**config.mk**
```make
export PLATFORM = sky130hd
export DESIGN_NAME = logic_unit_seq_flat
export DESIGN_NICKNAME = d
export VERILOG_FILES = /design/src/rtl/logic_unit_pkg.sv /design/src/rtl/logic_unit_seq_if.sv /design/src/rtl/logic_op_core.sv /design/src/rtl/logic_unit_seq.sv /design/src/flat_wrapper.sv
export SDC_FILE = /design/constraint.sdc
export NUM_CORES = 1
export LEC_CHECK = 0
export CAP_MARGIN = 20
export CORE_MARGIN = 3
export CORE_UTILIZATION = 31
export DETAILED_ROUTE_END_ITERATION = 6
export GPL_TIMING_DRIVEN = 0
export RECOVER_POWER = 50
export SLEW_MARGIN = 20
export SYNTH_ARGS = -nofsm -noshare
export SYNTH_HDL_FRONTEND = slang
export SYNTH_SLANG_ARGS = --single-unit
```
**constraint.sdc**
```tcl
create_clock -name clk -period 4.8 [get_ports clk]
set_input_delay 0.72 -clock clk [delete_from_list [all_inputs] [get_ports clk]]
set_output_delay 0.72 -clock clk [all_outputs]
set_load 0.03 [all_outputs]
```
**src/rtl/logic_unit_pkg.sv**
```systemverilog
// Shared types for the registered logic unit: opcode and FSM state encodings.
package logic_unit_pkg;

    typedef enum logic [2:0] {
        OP_AND  = 3'd0,
        OP_OR   = 3'd1,
        OP_NAND = 3'd2,
        OP_XOR  = 3'd3,
        OP_NOR  = 3'd4,
        OP_XNOR = 3'd5,
        OP_NOT  = 3'd6,
        OP_PASS = 3'd7
    } op_e;

    typedef enum logic {
        ST_IDLE = 1'b0,
        ST_ACC  = 1'b1
    } state_e;

endpackage

```
**src/rtl/logic_unit_seq_if.sv**
```systemverilog
// Stream handshake bundle between producer, logic unit and consumer.
interface logic_unit_seq_if #(
    parameter int WIDTH = 8
);
    import logic_unit_pkg::*;

    logic             in_valid;
    logic             in_ready;
    logic [WIDTH-1:0] in_a;
    logic [WIDTH-1:0] in_b;
    op_e              in_op;
    logic             in_acc;
    logic             in_last;
    logic             out_valid;
    logic             out_ready;
    logic [WIDTH-1:0] out_y;
    logic             out_zero;
    logic             out_parity;

    modport master (
        output in_valid, in_a, in_b, in_op, in_acc, in_last, out_ready,
        input  in_ready, out_valid, out_y, out_zero, out_parity
    );

    modport slave (
        input  in_valid, in_a, in_b, in_op, in_acc, in_last, out_ready,
        output in_ready, out_valid, out_y, out_zero, out_parity
    );

endinterface

```
**src/rtl/logic_op_core.sv**
```systemverilog
// Combinational WIDTH-bit bitwise operator selected by opcode.
module logic_op_core
    import logic_unit_pkg::*;
#(
    parameter int WIDTH = 8
) (
    input  op_e              op,
    input  logic [WIDTH-1:0] x,
    input  logic [WIDTH-1:0] y,
    output logic [WIDTH-1:0] y_out
);

    always_comb begin
        y_out = x;
        case (op)
            OP_AND:  y_out = x & y;
            OP_OR:   y_out = x | y;
            OP_NAND: y_out = ~(x & y);
            OP_XOR:  y_out = x ^ y;
            OP_NOR:  y_out = ~(x | y);
            OP_XNOR: y_out = ~(x ^ y);
            OP_NOT:  y_out = ~x;
            OP_PASS: y_out = x;
            default: y_out = x;
        endcase
    end

endmodule

```
**src/rtl/logic_unit_seq.sv**
```systemverilog
// Pipelined logic stage: one-deep output register, result flags, transfer
// counter and an optional accumulate mode folding a burst into one result.
//
//   state   | meaning
//   --------+-------------------------------------------------------------
//   ST_IDLE | single ops go straight to the output; in_acc starts a burst
//   ST_ACC  | burst in progress; x operand is acc, in_last emits result
module logic_unit_seq
    import logic_unit_pkg::*;
#(
    parameter int WIDTH  = 8,
    parameter int ACC_EN = 1,
    parameter int CNT_W  = 16
) (
    input  logic              clk,
    input  logic              rst_n,
    logic_unit_seq_if.slave   bus,
    output logic [CNT_W-1:0]  op_count
);

    localparam logic [CNT_W-1:0] CNT_MAX = '1;
    localparam logic [CNT_W-1:0] CNT_ONE = CNT_W'(1);

    state_e           state, state_nxt;
    logic [WIDTH-1:0] acc, acc_nxt;
    logic [WIDTH-1:0] out_y_q;
    logic             out_valid_q, out_zero_q, out_parity_q;
    logic [CNT_W-1:0] cnt_q;
    logic [WIDTH-1:0] x_sel, f;
    logic             accept, xfer, load;

    assign bus.in_ready   = !out_valid_q || bus.out_ready;
    assign bus.out_valid  = out_valid_q;
    assign bus.out_y      = out_y_q;
    assign bus.out_zero   = out_zero_q;
    assign bus.out_parity = out_parity_q;
    assign op_count       = cnt_q;

    assign accept = bus.in_valid && bus.in_ready;
    assign xfer   = out_valid_q && bus.out_ready;
    assign x_sel  = (state == ST_ACC) ? acc : bus.in_a;

    logic_op_core #(.WIDTH(WIDTH)) u_core (
        .op    (bus.in_op),
        .x     (x_sel),
        .y     (bus.in_b),
        .y_out (f)
    );

    always_comb begin
        state_nxt = state;
        acc_nxt   = acc;
        load      = 1'b0;
        if (accept) begin
            case (state)
                ST_IDLE: begin
                    if (bus.in_acc && (ACC_EN != 0)) begin
                        acc_nxt = f;
                        if (bus.in_last) load = 1'b1;
                        else             state_nxt = ST_ACC;
                    end else begin
                        load = 1'b1;
                    end
                end
                ST_ACC: begin
                    if (bus.in_last) begin
                        load      = 1'b1;
                        state_nxt = ST_IDLE;
                    end else begin
                        acc_nxt = f;
                    end
                end
                default: state_nxt = ST_IDLE;
            endcase
        end
    end

    always_ff @(posedge clk or negedge rst_n) begin
        if (!rst_n) begin
            state <= ST_IDLE;
            acc   <= '0;
        end else begin
            state <= state_nxt;
            acc   <= acc_nxt;
        end
    end

    // Load wins over drain so a same-cycle transfer and new beat keep valid high.
    always_ff @(posedge clk or negedge rst_n) begin
        if (!rst_n) begin
            out_valid_q  <= 1'b0;
            out_y_q      <= '0;
            out_zero_q   <= 1'b1;
            out_parity_q <= 1'b0;
        end else if (load) begin
            out_valid_q  <= 1'b1;
            out_y_q      <= f;
            out_zero_q   <= (f == '0);
            out_parity_q <= ^f;
        end else if (xfer) begin
            out_valid_q  <= 1'b0;
        end
    end

    always_ff @(posedge clk or negedge rst_n) begin
        if (!rst_n)                       cnt_q <= '0;
        else if (xfer && cnt_q != CNT_MAX) cnt_q <= cnt_q + CNT_ONE;
    end

endmodule

```
**src/flat_wrapper.sv**
```systemverilog
// flat-port wrapper written by rule: the top's interface ports become plain ports
module logic_unit_seq_flat import logic_unit_pkg::*;
#(
    parameter int WIDTH  = 8,
    parameter int ACC_EN = 1,
    parameter int CNT_W  = 16
)
  (clk, rst_n, op_count, bus_in_valid, bus_in_a, bus_in_b, bus_in_op, bus_in_acc, bus_in_last, bus_out_ready, bus_in_ready, bus_out_valid, bus_out_y, bus_out_zero, bus_out_parity);
  logic_unit_seq_if #(.WIDTH(WIDTH)) bus_i ();
  input  logic clk;
  input  logic rst_n;
  output logic [CNT_W-1:0] op_count;
  input wire logic [$bits(bus_i.in_valid)-1:0] bus_in_valid;
  input wire logic [$bits(bus_i.in_a)-1:0] bus_in_a;
  input wire logic [$bits(bus_i.in_b)-1:0] bus_in_b;
  input wire logic [$bits(bus_i.in_op)-1:0] bus_in_op;
  input wire logic [$bits(bus_i.in_acc)-1:0] bus_in_acc;
  input wire logic [$bits(bus_i.in_last)-1:0] bus_in_last;
  input wire logic [$bits(bus_i.out_ready)-1:0] bus_out_ready;
  output wire logic [$bits(bus_i.in_ready)-1:0] bus_in_ready;
  output wire logic [$bits(bus_i.out_valid)-1:0] bus_out_valid;
  output wire logic [$bits(bus_i.out_y)-1:0] bus_out_y;
  output wire logic [$bits(bus_i.out_zero)-1:0] bus_out_zero;
  output wire logic [$bits(bus_i.out_parity)-1:0] bus_out_parity;
  assign bus_i.in_valid = bus_in_valid;
  assign bus_i.in_a = bus_in_a;
  assign bus_i.in_b = bus_in_b;
  assign bus_i.in_op = bus_in_op;
  assign bus_i.in_acc = bus_in_acc;
  assign bus_i.in_last = bus_in_last;
  assign bus_i.out_ready = bus_out_ready;
  assign bus_in_ready = bus_i.in_ready;
  assign bus_out_valid = bus_i.out_valid;
  assign bus_out_y = bus_i.out_y;
  assign bus_out_zero = bus_i.out_zero;
  assign bus_out_parity = bus_i.out_parity;
  logic_unit_seq #(.WIDTH(WIDTH), .ACC_EN(ACC_EN), .CNT_W(CNT_W)) u_core (.clk(clk), .rst_n(rst_n), .bus(bus_i), .op_count(op_count));
endmodule
```
After elaboration in Yosys (flattened, before gate mapping)
Index checks and enable logic that the tools add are counted.
{"block": "totals", "regBits": 36, "in_bits": 25, "output_inout_bits": 28, "wordCells": 50}
{"block": "op_classes", "add_sub_neg": 1, "eq_ne": 10, "muxes": 14, "n_bitwise": 8, "reduce_logical": 10}
{"op": "case mux 8 bit (8 select lines)", "n": 1}
{"op": "inverter 8 bit", "n": 4}
{"op": "2-to-1 mux 8 bit", "n": 3}
{"op": "adder 16 x 1 -> 16 bit, second input constant", "n": 1}
{"op": "inequality test 16 bit, second input constant", "n": 1}
{"op": "case mux 8 bit (2 select lines)", "n": 1}
{"op": "equality test 3 bit, second input constant", "n": 4}
{"op": "bitwise AND 8 bit", "n": 1}
{"op": "zero test 8 bit", "n": 1}
{"op": "bitwise OR 8 bit", "n": 1}
{"op": "XOR reduction 8 bit", "n": 1}
{"op": "XOR 8 bit", "n": 1}
{"op": "2-to-1 mux 1 bit", "n": 7}
{"op": "equality test 3 x 2 -> 1 bit, second input constant", "n": 2}
{"op": "inequality test 2 bit, second input constant", "n": 2}
{"op": "case mux 1 bit (2 select lines)", "n": 2}
{"op": "equality test 3 x 1 -> 1 bit, second input constant", "n": 1}
{"op": "logical AND 1 bit", "n": 3}
{"op": "zero test 3 bit", "n": 1}
{"op": "AND reduction 3 bit", "n": 1}
{"op": "nonzero test 2 bit", "n": 1}
{"op": "zero test 1 bit", "n": 1}
{"op": "logical OR 1 bit", "n": 1}
{"op": "inverter 1 bit", "n": 1}

Logic depth before layout (Yosys ltp)
{"block": "logic_depth", "depth_word": 6, "ltp_mapped": 13, "mapped_depth_nobuf": 12}

Modules after synthesis
Synthesis repeated with hierarchy kept, for this count alone.
{"block": "hier_totals", "hier_cells": 273, "area_unflattened_um2": 2627.5}
{"module": "logic_unit_seq", "instances": 1, "cells_each": 155, "area_per_inst_um2": 1765.4, "seq_area_each_um2": 902.1}
{"module": "logic_op_core", "instances": 1, "cells_each": 118, "area_per_inst_um2": 862.1, "seq_area_each_um2": 0.0}

Least setup slack after synthesis
No wires, ideal clock.
{"block": "synth_timing", "path_type": "input -> register", "startpoint": "input port bus_in_a[0]", "endpoint": "register u_core.out_parity_q, in the netlist u_core.bus.out_parity", "setup_time_ps": 136, "arrival_ps": 2624, "required_ps": 4664, "setup_slack_ps": 2040, "path_stages": 11, "n_path_buf": 0, "cell_sequence": "mux2i_1 > ha_1 > nand2_1 > o22ai_1 > a221o_1 > o21ai_1 > and2_1 > ha_1 > xnor2_1 > xnor2_1 > o21ai_0"}
{"block": "synth_between", "elab_chain_len": 5, "elab_cells_between_ends": 10, "classes_between": "mux: 2; bitwise: 7; reduce/logical: 1"}
{"item": "start, declared", "line_no": "flat_wrapper.sv:14", "text": "input wire logic [$bits(bus_i.in_a)-1:0] bus_in_a;"}
{"item": "2-to-1 mux 8 bit (*)", "line_no": "logic_unit_seq.sv:41", "text": "assign x_sel = (state == ST_ACC) ? acc : bus.in_a;"}
{"item": "XOR 8 bit, or another cell as far along", "line_no": "logic_op_core.sv:19, logic_op_core.sv:21"}
{"item": "inverter 8 bit, on equally long branches", "line_no": "logic_op_core.sv:21, logic_op_core.sv:18, logic_op_core.sv:20"}
{"item": "case mux 8 bit (8 select lines) (*)", "line_no": "logic_op_core.sv:15", "text": "case (op)"}
{"item": "XOR reduction 8 bit (*)", "line_no": "logic_unit_seq.sv:99", "text": "out_parity_q <= ^f;"}
{"item": "end signal, assigned", "line_no": "logic_unit_seq.sv:99"}
{"item": "end, declared", "line_no": "logic_unit_seq.sv:27", "text": "logic out_valid_q, out_zero_q, out_parity_q;"}
Mark *: on every way between the ends. The rest lies on a longest branch, timed or not.
A chain may end at the register's enable or synchronous reset.

Worst setup path after layout
Same ends and word-level chain as after synthesis.

==> impl_results.md <==
- Status: complete, no violations
- GR Overflow Total: 0
- Yosys cell types: 46
- Setup WS pre-CTS: 1.219 ns
- Setup WS post-layout: 1.577 ns
- CTS root buf: clkbuf_8
- Register clock-pin slew on the reported worst setup and hold paths: 0.07 ns
- Leakage power: 1.423 nW
- Worst Setup End Kind: flip-flop
- Hold path depth: 2
- R2R depth: 12
- Cell Pwr Density: 386.9 nW/um2
- Area growth syn-to-layout: 28.89%
- Final nets: 379
- Vias in the first global route: 2098
- Largest net degree at the start of global routing: 21
- CP top delay family: compound AO/OA/AOI/OAI gates
- FP Rows: 32
- Worst IR Drop VDD: 0.1081 mV
- M1 GR Usage: 16.70%
- Placed cells: 428
- GRT Overall Usage: 12.71%
- Met3 Use GR: 2.379%
- Hold_sp: u_core.bus.out_y[3]
- Final Core Density: 41.82%
- Antenna violations before repair: 0
- Crit Path Class: in2reg
- Post-DR vias/cell: 4.931
- # diodes: 0
- Slew HR: 27.28%
- Unrepaired setup endpoints after global routing: false
- CTS Hold Buffers Added: 0
- Share of layout cells above drive strength 1: 9.880%
- Syn Area/Cell: 9.327 um2
- Critical R2R Capture: u_core.bus.out_parity
- Initial Util: 32.45%
- Primary FF master, synth: dfrtp_1
- Setup TNS: 0 ns
- Tcrit/Tclk final: 67.14%
- Routed WL: 5972 um
- Core area: 7848 um2
- Routability congestion estimate: 0.7945
- Signal arrival time at the worst endpoint: 3.37 ns
- # port buffers: 52
- Setup violators final: 0
- Seq/Total Area, Yosys: 35.43%
- Clk_lat worst skew: 0.28 ns
- Fin. max-slew vios: 0
- Synth area leaders: dfrtp_1 (34%), ha_1 (10%), xnor2_1 (4.8%)
- Die H: 96.63 um
- Top-area cell type share of the netlist area: 34.40%
- Layout Cells excl Fill: 436
- EDFF count, synth: 0
- Peak Freq: 310.3 MHz
- I/O Pins: 53
- Worst path cell trace: clkdlybuf4s50_1 > mux2i_1 > ha_1 > nand2_1 > o22ai_1 > a221o_1 > o21ai_1 > and2_1 > ha_1 > xnor2_1 > xnor2_1 > o21ai_0
- Most used routing layer: met2
- Final ANT Viol Nets: 0
- Met2 usage: 21.82%
- Cell count after synthesis: 273
- CP startpoint kind: input port
- Worst path max stage delay: 0.41 ns
- Tmin final: 3.223 ns
- Required @ worst endpoint: 4.95 ns
- Die X: 96.63 um
- CTS max path bufs: 2
- CTS tree: built
- CTS Sinks: 36
- Hold Vio Cnt, Final: 0
- Share of async-settable or async-resettable flops after synthesis: 100.0%
- DRC violations left: 0
- Post-synthesis instance area: 2546 um2
- Worst path bufs/invs: 1
- Wire length per cell: 13.70 um
- Worst Hold End: u_core.bus.out_y[3]
- Die ar.: 9337 um2
- DRT iter0 DRCs: 107
- FF-to-FF Start: u_core.state
- Type of the tightest min-delay check: reg2reg
- H-tree depth: 2
- Resized Gates After CTS: 0
- Clock Skews: 0.009672 ns
- Max_cap viols: 0
- HPWL Detailed: 4862 um
- Reg2reg setup slack: 1.75 ns
- Buffers inserted by post-CTS timing repair: 0
- First-pass GRT wire length: 10030 um
- Slowest-stage cell, CP: clkdlybuf4s50_1
- Slew of the pin with the lowest slew margin: 1.091 ns
- Yosys top cell by area: dfrtp_1
- Via count: 2150
- Register bit total from synthesis: 36
- Crit-path max FO: 3
- TritonCTS buffer count: 5
- First-pass iteration count of the detailed router: 4
- Synth warnings: 0
- Syn_nets: 319
## through the flow
stage	cell area, um2	power (mW)	hold WS, ns
5_1_grt	3282	1.365	0.5150
2_1_floorplan	2546	0.8516	0.4244
3_5_place_dp	3217	1.069	0.4739
3_3_place_gp	3194	1.049	0.4685
4_1_cts	3311	1.294	0.3834
6_report	3282	1.270	0.4824
## worst max path at each step
stage	from	endpoint	slack (ns)	cells after the start
after global routing	bus_in_a[0]	u_core.bus.out_parity	1.29	12
after CTS	bus_in_a[0]	u_core.bus.out_parity	1.52	12
after global placement	bus_in_a[0]	u_core.bus.out_parity	1.30	12
after floorplan	bus_in_a[0]	u_core.bus.out_parity	2.04	11
after detailed placement	bus_in_a[0]	u_core.bus.out_parity	1.22	12
final	bus_in_a[0]	u_core.bus.out_parity	1.58	12
## synthesized netlist by cell type, types with 2 or more instances
cell type	number
a211oi_2	3
a21oi_1	8
a221o_1	4
a31oi_1	10
and2_1	10
and3_1	2
buf_2	7
buf_4	2
dfrtp_1	35
ha_1	21
inv_1	20
mux2_2	4
mux2i_1	8
mux2i_4	2
nand2_1	19
nand2b_1	2
nand3_1	3
nand4_1	7
nor2_1	26
nor2b_1	6
nor3_1	2
nor3b_1	2
o21ai_0	14
o21ai_1	5
o22a_1	4
o22ai_1	5
o311a_1	2
or2_2	2
xnor2_1	14
xor2_1	8
## routing by layer
layer	vias to the layer above	routed length, um
li1	1080	-
met1	1012	2773
met2	53	2881
met3	5	278
met4	0	39
met5	-	0
## cells by family (layout without fill, tap and decap cells)
logic type | Yosys count | count (layout) | share of synthesized area [%]
flip-flops | 36 | 36 | 35.43
buffers and inverters | 31 | 92 | 5.503
AO/OA/AOI/OAI | 61 | 61 | 16.76
multiplexers | 15 | 15 | 7.223
AND/OR/NAND/NOR | 87 | 87 | 17.20
adder cells (fa/ha/maj) | 21 | 21 | 10.32
XOR/XNOR | 22 | 22 | 7.568
## report_power, final
| group | total (mW) | switching, mW | internal, mW |
|---|---|---|---|
| Clock | 0.222 | 0.105 | 0.117 |
| Sequential | 0.436 | 0.0571 | 0.378 |
| Combinational | 0.612 | 0.332 | 0.281 |
## cell usage in the layout, fill, tap and decap left out, drive strengths merged, types with 5 or more instances in the layout
cell type      synthesis  layout
nor2                  26      26
o21ai                 19      19
buf                   10      10
nor2b                  6       6
nand4                  7       7
a31oi                 10      10
inv                   20      20
a21oi                  8       8
xor2                   8       8
ha                    21      21
clkbuf                 1      10
mux2i                 11      11
clkdlybuf4s50          0      48
o22ai                  5       5
xnor2                 14      14
nand2                 20      20
and2                  10      10
dfrtp                 35      35
## sequential cells by signal, indices dropped and copies added, names as in the netlist
register and count:
u_core.bus.out_valid 1, u_core.op_count 16, u_core.acc 8, u_core.bus.out_zero 1
u_core.bus.out_parity 1, u_core.state 1, u_core.bus.out_y 8
## cell type report
cell class | instances | area (um2)
Clock inverter | 1 | 7.507
Clock buffer | 7 | 86.33
Tap cell | 102 | 127.6
Sequential cell | 36 | 902.1
Multi-Input combinational cell | 206 | 1500
Timing Repair Buffer | 53 | 518.0
Fill cell | 805 | 4566
Inverter | 20 | 75.07
Buffer | 11 | 65.06
## tightest hold or removal path, cell delays in order, from the launching register on
cell and delay [ns]:
dfrtp_1 0.35, nand2_1 0.05, o21ai_0 0.06
Power figures use the tool's default switching activity.
